**src/rtl/mem_port_scheduler.sv**
```systemverilog
// Arbitrates the shared instruction/data memory port between fetch and load/store, data first.
// Optional wait-cycle watchdog with bus_err reporting is enabled by defining MEM_TIMEOUT_EN.
module mem_port_scheduler #(
    parameter int TIMEOUT_CYCLES = 255
) (
    input  logic        clk,
    input  logic        rst_n,
    input  logic        if_req,
    input  logic [31:0] if_addr,
    input  logic        if_flush,
    output logic        if_done,
    output logic [31:0] if_rdata,
    input  logic        ls_req,
    input  logic        ls_we,
    input  logic [31:0] ls_addr,
    input  logic [31:0] ls_wdata,
    input  logic [3:0]  ls_be,
    output logic        ls_done,
    output logic [31:0] ls_rdata,
    output logic        stall_pc,
    output logic        bus_err,
    output logic        to_mem_req,
    output logic        to_mem_rw_mode,
    output logic [31:0] to_mem_addr,
    output logic [31:0] to_mem_write_data,
    output logic [3:0]  to_mem_byte_en,
    input  logic        mem_ready,
    input  logic [31:0] from_mem_data,
    output logic [1:0]  fsm_state
);

    typedef enum logic [1:0] {
        IDLE  = 2'd0,
        FETCH = 2'd1,
        DATA  = 2'd2
    } state_t;

    state_t state;
    logic   drop;
    logic   drop_now;
    logic   expire;

    assign fsm_state = state;
    assign stall_pc  = (ls_req & ~ls_done) | (state == DATA);
    // A flush in the completing cycle still suppresses the result.
    assign drop_now  = drop | ((state == FETCH) & if_flush);

`ifdef MEM_TIMEOUT_EN
    localparam int CNT_W = ($clog2(TIMEOUT_CYCLES + 1) > 8) ? $clog2(TIMEOUT_CYCLES + 1) : 8;

    logic [CNT_W-1:0] wait_cnt;

    assign expire = (state != IDLE) & ~mem_ready & (wait_cnt == CNT_W'(TIMEOUT_CYCLES));

    always_ff @(posedge clk) begin
        if (!rst_n) begin
            wait_cnt <= '0;
            bus_err  <= 1'b0;
        end else begin
            bus_err <= expire & ~((state == FETCH) & drop_now);
            if (state == IDLE) begin
                wait_cnt <= '0;
            end else if (!mem_ready) begin
                wait_cnt <= wait_cnt + CNT_W'(1);
            end
        end
    end
`else
    assign expire  = 1'b0;
    assign bus_err = 1'b0;
`endif

    always_ff @(posedge clk) begin
        if (!rst_n) begin
            state             <= IDLE;
            drop              <= 1'b0;
            if_done           <= 1'b0;
            if_rdata          <= '0;
            ls_done           <= 1'b0;
            ls_rdata          <= '0;
            to_mem_req        <= 1'b0;
            to_mem_rw_mode    <= 1'b1;
            to_mem_addr       <= '0;
            to_mem_write_data <= '0;
            to_mem_byte_en    <= '0;
        end else begin
            if_done <= 1'b0;
            ls_done <= 1'b0;
            case (state)
                IDLE: begin
                    // Done qualifiers keep a requester that still holds req from being re-served.
                    if (ls_req && !ls_done) begin
                        state             <= DATA;
                        to_mem_req        <= 1'b1;
                        to_mem_rw_mode    <= ~ls_we;
                        to_mem_addr       <= ls_addr;
                        to_mem_write_data <= ls_we ? ls_wdata : 32'h0;
                        to_mem_byte_en    <= ls_we ? ls_be : 4'b0000;
                    end else if (if_req && !if_done) begin
                        state             <= FETCH;
                        to_mem_req        <= 1'b1;
                        to_mem_rw_mode    <= 1'b1;
                        to_mem_addr       <= if_addr;
                        to_mem_write_data <= '0;
                        to_mem_byte_en    <= '0;
                    end
                end
                FETCH: begin
                    if (mem_ready || expire) begin
                        state      <= IDLE;
                        to_mem_req <= 1'b0;
                        drop       <= 1'b0;
                        if (!drop_now) begin
                            if_done  <= 1'b1;
                            if_rdata <= mem_ready ? from_mem_data : 32'h0;
                        end
                    end else if (if_flush) begin
                        drop <= 1'b1;
                    end
                end
                DATA: begin
                    if (mem_ready || expire) begin
                        state      <= IDLE;
                        to_mem_req <= 1'b0;
                        ls_done    <= 1'b1;
                        ls_rdata   <= (mem_ready && to_mem_rw_mode) ? from_mem_data : 32'h0;
                    end
                end
                default: state <= IDLE;
            endcase
        end
    end

endmodule

```
**config.mk**
```make
export PLATFORM = sky130hd
export DESIGN_NAME = mem_port_scheduler
export DESIGN_NICKNAME = d
export VERILOG_FILES = /design/src/rtl/mem_port_scheduler.sv
export SDC_FILE = /design/constraint.sdc
export NUM_CORES = 1
export LEC_CHECK = 0
export ABC_AREA = 0
export ABC_CLOCK_PERIOD_IN_PS = 2000
export CORE_MARGIN = 1.5
export CORE_UTILIZATION = 40
export CTS_CLUSTER_SIZE = 30
export DETAILED_ROUTE_END_ITERATION = 16
export HOLD_SLACK_MARGIN = 0.1
export PLACE_DENSITY_LB_ADDON = 0.08
export SYNTH_ARGS = -nofsm -noshare
export SYNTH_HDL_FRONTEND = slang
export SYNTH_SLANG_ARGS = --single-unit
```
**constraint.sdc**
```tcl
create_clock -name clk -period 2 [get_ports clk]
set_input_delay 0.4 -clock clk [delete_from_list [all_inputs] [get_ports clk]]
set_output_delay 0.4 -clock clk [all_outputs]
set_load 0.01 [all_outputs]
```
==> results.json <==
{
  "h-tree-depth": 4,
  "viasPerCell": 5.000,
  "grt.total_usage": 0.2418,
  "timing.critical_path.max_delay_family": "flip-flops",
  "synth_fa_ha_area_frac": 0.009268,
  "effective_utilization_at_floorplan": 0.4094,
  "xor_and_xnor_area_share_after_synthesis": 0,
  "grt-ovfl-total": 0,
  "synth_mux_area_frac": 0,
  "highest_fanout_seen_on_the_critical_path": 5,
  "netlist-cell-type-count": 31,
  "regToRegStartpoint": "fsm_state[1]$_SDFFE_PN0P_",
  "min_to": "to_mem_write_data[31]$_SDFFE_PN0P_",
  "wire_per_inst_um": 16.13,
  "synth_top_area_frac": 0.5153,
  "drt_first_iter_violations": 288,
  "p_int_uw": 5724,
  "post_cts_hold_buffer_count": 0,
  "die_height_um": 119.2,
  "cts_max_path_buffers": 2,
  "vias": 5275,
  "netSwitchingPower_uw": 1921,
  "worst-setup-path-type": "reg2out",
  "crit_chain": "inv_1 -> ha_2 -> nand2b_1 -> dlygate4sd2_1",
  "max-slew-margin-rel": 0.6361,
  "synthesis.area_um2": 5400,
  "worstRegToRegCells": 6,
  "synth_seq_area_share": 0.5153,
  "design.die.area_um2": 14210,
  "pwr_density_cell_nw_per_um2": 856.6,
  "total_power_uw": 7646,
  "cp-startpoint": "fsm_state[0]$_SDFFE_PN0P_",
  "finalClockSkew_ns": 0.007458,
  "fillers": 1068,
  "io_pins": 279,
  "timing.hold.worst.start": "to_mem_write_data[31]$_SDFFE_PN0P_",
  "setup_viol": 0,
  "number_of_routed_nets_with_antenna_violations": 0,
  "die_w_um": 119.2,
  "drive_above_1_share": 0.1002,
  "clk_pin_slew_worst_paths_ns": 0.06,
  "fraction_of_the_mapped_netlist_area_in_compound_gates": 0.2155,
  "synthesis.instances": 603,
  "clock_tree.root_cell": "sky130_fd_sc_hd__clkbuf_16",
  "power.share.switching": 0.2513,
  "syn_avg_cell_area_um2": 8.956,
  "gp_routability_congestion": 0.8211,
  "ir_drop_mv": 0.5402,
  "dp_hpwl_um": 12080,
  "ys_seq_elements": 139,
  "core.rowCount": 42,
  "synth_top_family_by_area": "compound AO/OA/AOI/OAI gates",
  "finalCritPeriodShare": 0.9542,
  "grt_setup_unrepaired": "false",
  "cts_tree": "yes",
  "synth.net_count": 746,
  "drt-total-wl_um": 17020,
  "critPathSlowestCell": "sky130_fd_sc_hd__dfxtp_2",
  "synth_largest_area_cell": "sky130_fd_sc_hd__dfxtp_1",
  "synth-simple-area-share": 0.2006,
  "dominantRegCellSynth": "sky130_fd_sc_hd__dfxtp_1",
  "post-route-min-period_ns": 1.908,
  "synthArstFlopShare": 0,
  "port-buffer-count": 277,
  "setup_tns_after_final_layout_ns": 0,
  "pwr-share-comb": 0.198,
  "fin_max_slew_vios": 0,
  "status": "finished, final reports clean",
  "cts-buffers-inserted": 17,
  "cts_sinks": 139,
  "min_delay_path_depth": 2,
  "yosysWarnings": 0,
  "rr_endpoint": "to_mem_addr[30]$_SDFFE_PN0P_",
  "worst_setup_sp_type": "register",
  "insertion_delay_ns": 0.41,
  "timing.critical_path.slowest_cell_delay_ns": 0.37,
  "initial_antenna_violation_count": 1,
  "synth_edf_count": 0,
  "timing_hold_violations_final": 0,
  "max_freq_mhz": 524.0,
  "detailed_router_iteration_count_before_antenna_repair": 5,
  "area_growth_syn_to_layout_pct": 65.29,
  "timing.critical_path.arrival_ns": 1.51,
  "layout.nets": 1009,
  "cp.required_ns": 1.60,
  "regToRegSetupSlack_ns": 0.26,
  "path_buf_inv": 2,
  "power.static_leakage_uw": 0.003236,
  "worst_hold_path_type": "reg2reg",
  "drcViolationCount": 0,
  "core_area_um2": 13190,
  "type_of_element_capturing_the_critical_path": "output port",
  "maxCapViolCount": 0,
  "first_global_vias": 5308,
  "synth.top_cells.by_area": "sky130_fd_sc_hd__dfxtp_1, sky130_fd_sc_hd__nand2_1, sky130_fd_sc_hd__a311oi_2",
  "p_clk_frac": 0.402,
  "power.share.sequential": 0.400,
  "first_pass_grt_wire_length_um": 27180,
  "pin_count_of_the_biggest_net_entering_global_routing": 51,
  "max_slew.worst_pin.slew_ns": 0.5459
}
## stage by stage
step | hold slack, ns | utilization | area [µm²] | std cells | setup slack [ns]
finish | 0.4452 | 0.6767 | 8926 | 1055 | 0.09157
global route | 0.4679 | 0.6767 | 8926 | 1055 | 0.007825
CTS | 0.4485 | 0.6765 | 8924 | 1054 | 0.05153
detailed placement | 0.4406 | 0.6322 | 8339 | 1023 | -0.05425
global placement | 0.4374 | 0.6322 | 8339 | 1023 | -0.01338
floorplan | 0.4750 | - | 5400 | 603 | 0.4671
## layout make-up
class,count,area [µm²],share of cell area
Timing Repair Buffer,297,2997,0.3357
Sequential cell,139,2784,0.3119
Multi-Input combinational cell,408,2330,0.2610
Clock buffer,25,495.5,0.05551
Tap cell,176,220.2,0.02467
Clock inverter,6,86.33,0.009672
Inverter,3,11.26,0.001262
Antenna cell,1,2.502,0.0002803
## synth_stat cells, drive strengths merged, types with 22 or more instances
cell      n
nand2   171
dfxtp   139
a21oi    52
nand3    37
nor2     36
a311oi   32
buf      31
a22o     30
a21boi   25
clkbuf   22
## worst min-delay path, stage by stage, from the launching register on
cell,delay (ns)
sky130_fd_sc_hd__dfxtp_1,0.30
sky130_fd_sc_hd__nand2_1,0.05
sky130_fd_sc_hd__a21boi_1,0.05
## power groups by stage
stage,Combinational (µW),Clock (µW),Sequential [µW]
3_3_place_gp,1490,0,3110
5_1_grt,1640,3270,3080
2_1_floorplan,650,0,3190
3_5_place_dp,1530,0,3120
4_1_cts,1530,3130,3060
6_report,1520,3070,3060
## registers in the layout, summed over array words and instances, names as in the netlist
signal,flops
to_mem_write_data,32
to_mem_byte_en,4
if_rdata,32
drop,1
ls_rdata,32
if_done,1
ls_done,1
to_mem_req,1
fsm_state,2
to_mem_addr,32
to_mem_rw_mode,1
## worst max-delay path by stage
| stage | to | slack, ns | cells past startpoint |
|---|---|---|---|
| after detailed placement | to_mem_addr[31]$_SDFFE_PN0P_ | -0.05 | 7 |
| after CTS | stall_pc | 0.05 | 4 |
| after floorplan | to_mem_addr[11]$_SDFFE_PN0P_ | 0.47 | 6 |
| after global placement | stall_pc | -0.01 | 4 |
| final | stall_pc | 0.09 | 4 |
| after global routing | stall_pc | 0.008 | 4 |
## logic make-up after synthesis
| family | after synthesis |
|---|---|
| AND/OR/NAND/NOR | 259 |
| AO/OA/AOI/OAI | 144 |
| flip-flops | 139 |
| buffers and inverters | 56 |
| adder cells (fa/ha/maj) | 4 |
| other | 1 |
## per-layer routing
layer / vias up / part of all wire / global-route usage
li1: 2598 / - / -
met2: 202 / 0.49 / 0.4072
met3: 23 / 0.089 / 0.09243
met4: 0 / 0.022 / 0.09864
met5: - / 0 / 0
met1: 2452 / 0.40 / 0.2749
## cell usage in the layout, fill, tap and decap left out, types with 3 or more instances in the layout
master	instances
sky130_fd_sc_hd__clkdlybuf4s50_1	276
sky130_fd_sc_hd__nand2_1	171
sky130_fd_sc_hd__dfxtp_1	138
sky130_fd_sc_hd__a21oi_1	51
sky130_fd_sc_hd__nand3_1	37
sky130_fd_sc_hd__a22o_1	30
sky130_fd_sc_hd__nor2_1	25
sky130_fd_sc_hd__a311oi_2	22
sky130_fd_sc_hd__a21boi_1	20
sky130_fd_sc_hd__clkbuf_16	17
sky130_fd_sc_hd__buf_4	14
sky130_fd_sc_hd__nor2_2	11
sky130_fd_sc_hd__a311oi_1	10
sky130_fd_sc_hd__buf_12	6
sky130_fd_sc_hd__nand2b_1	4
sky130_fd_sc_hd__a21boi_0	4
sky130_fd_sc_hd__clkbuf_1	4
sky130_fd_sc_hd__clkbuf_8	4
sky130_fd_sc_hd__nor2b_1	3
sky130_fd_sc_hd__ha_1	3
## timing repair
item	4_1_cts	5_1_grt
gates resized for setup	3	0
endpoints found under the setup margin	1	0
setup buffers	0	0
No activity file was read; power rests on OpenSTA's default activity.
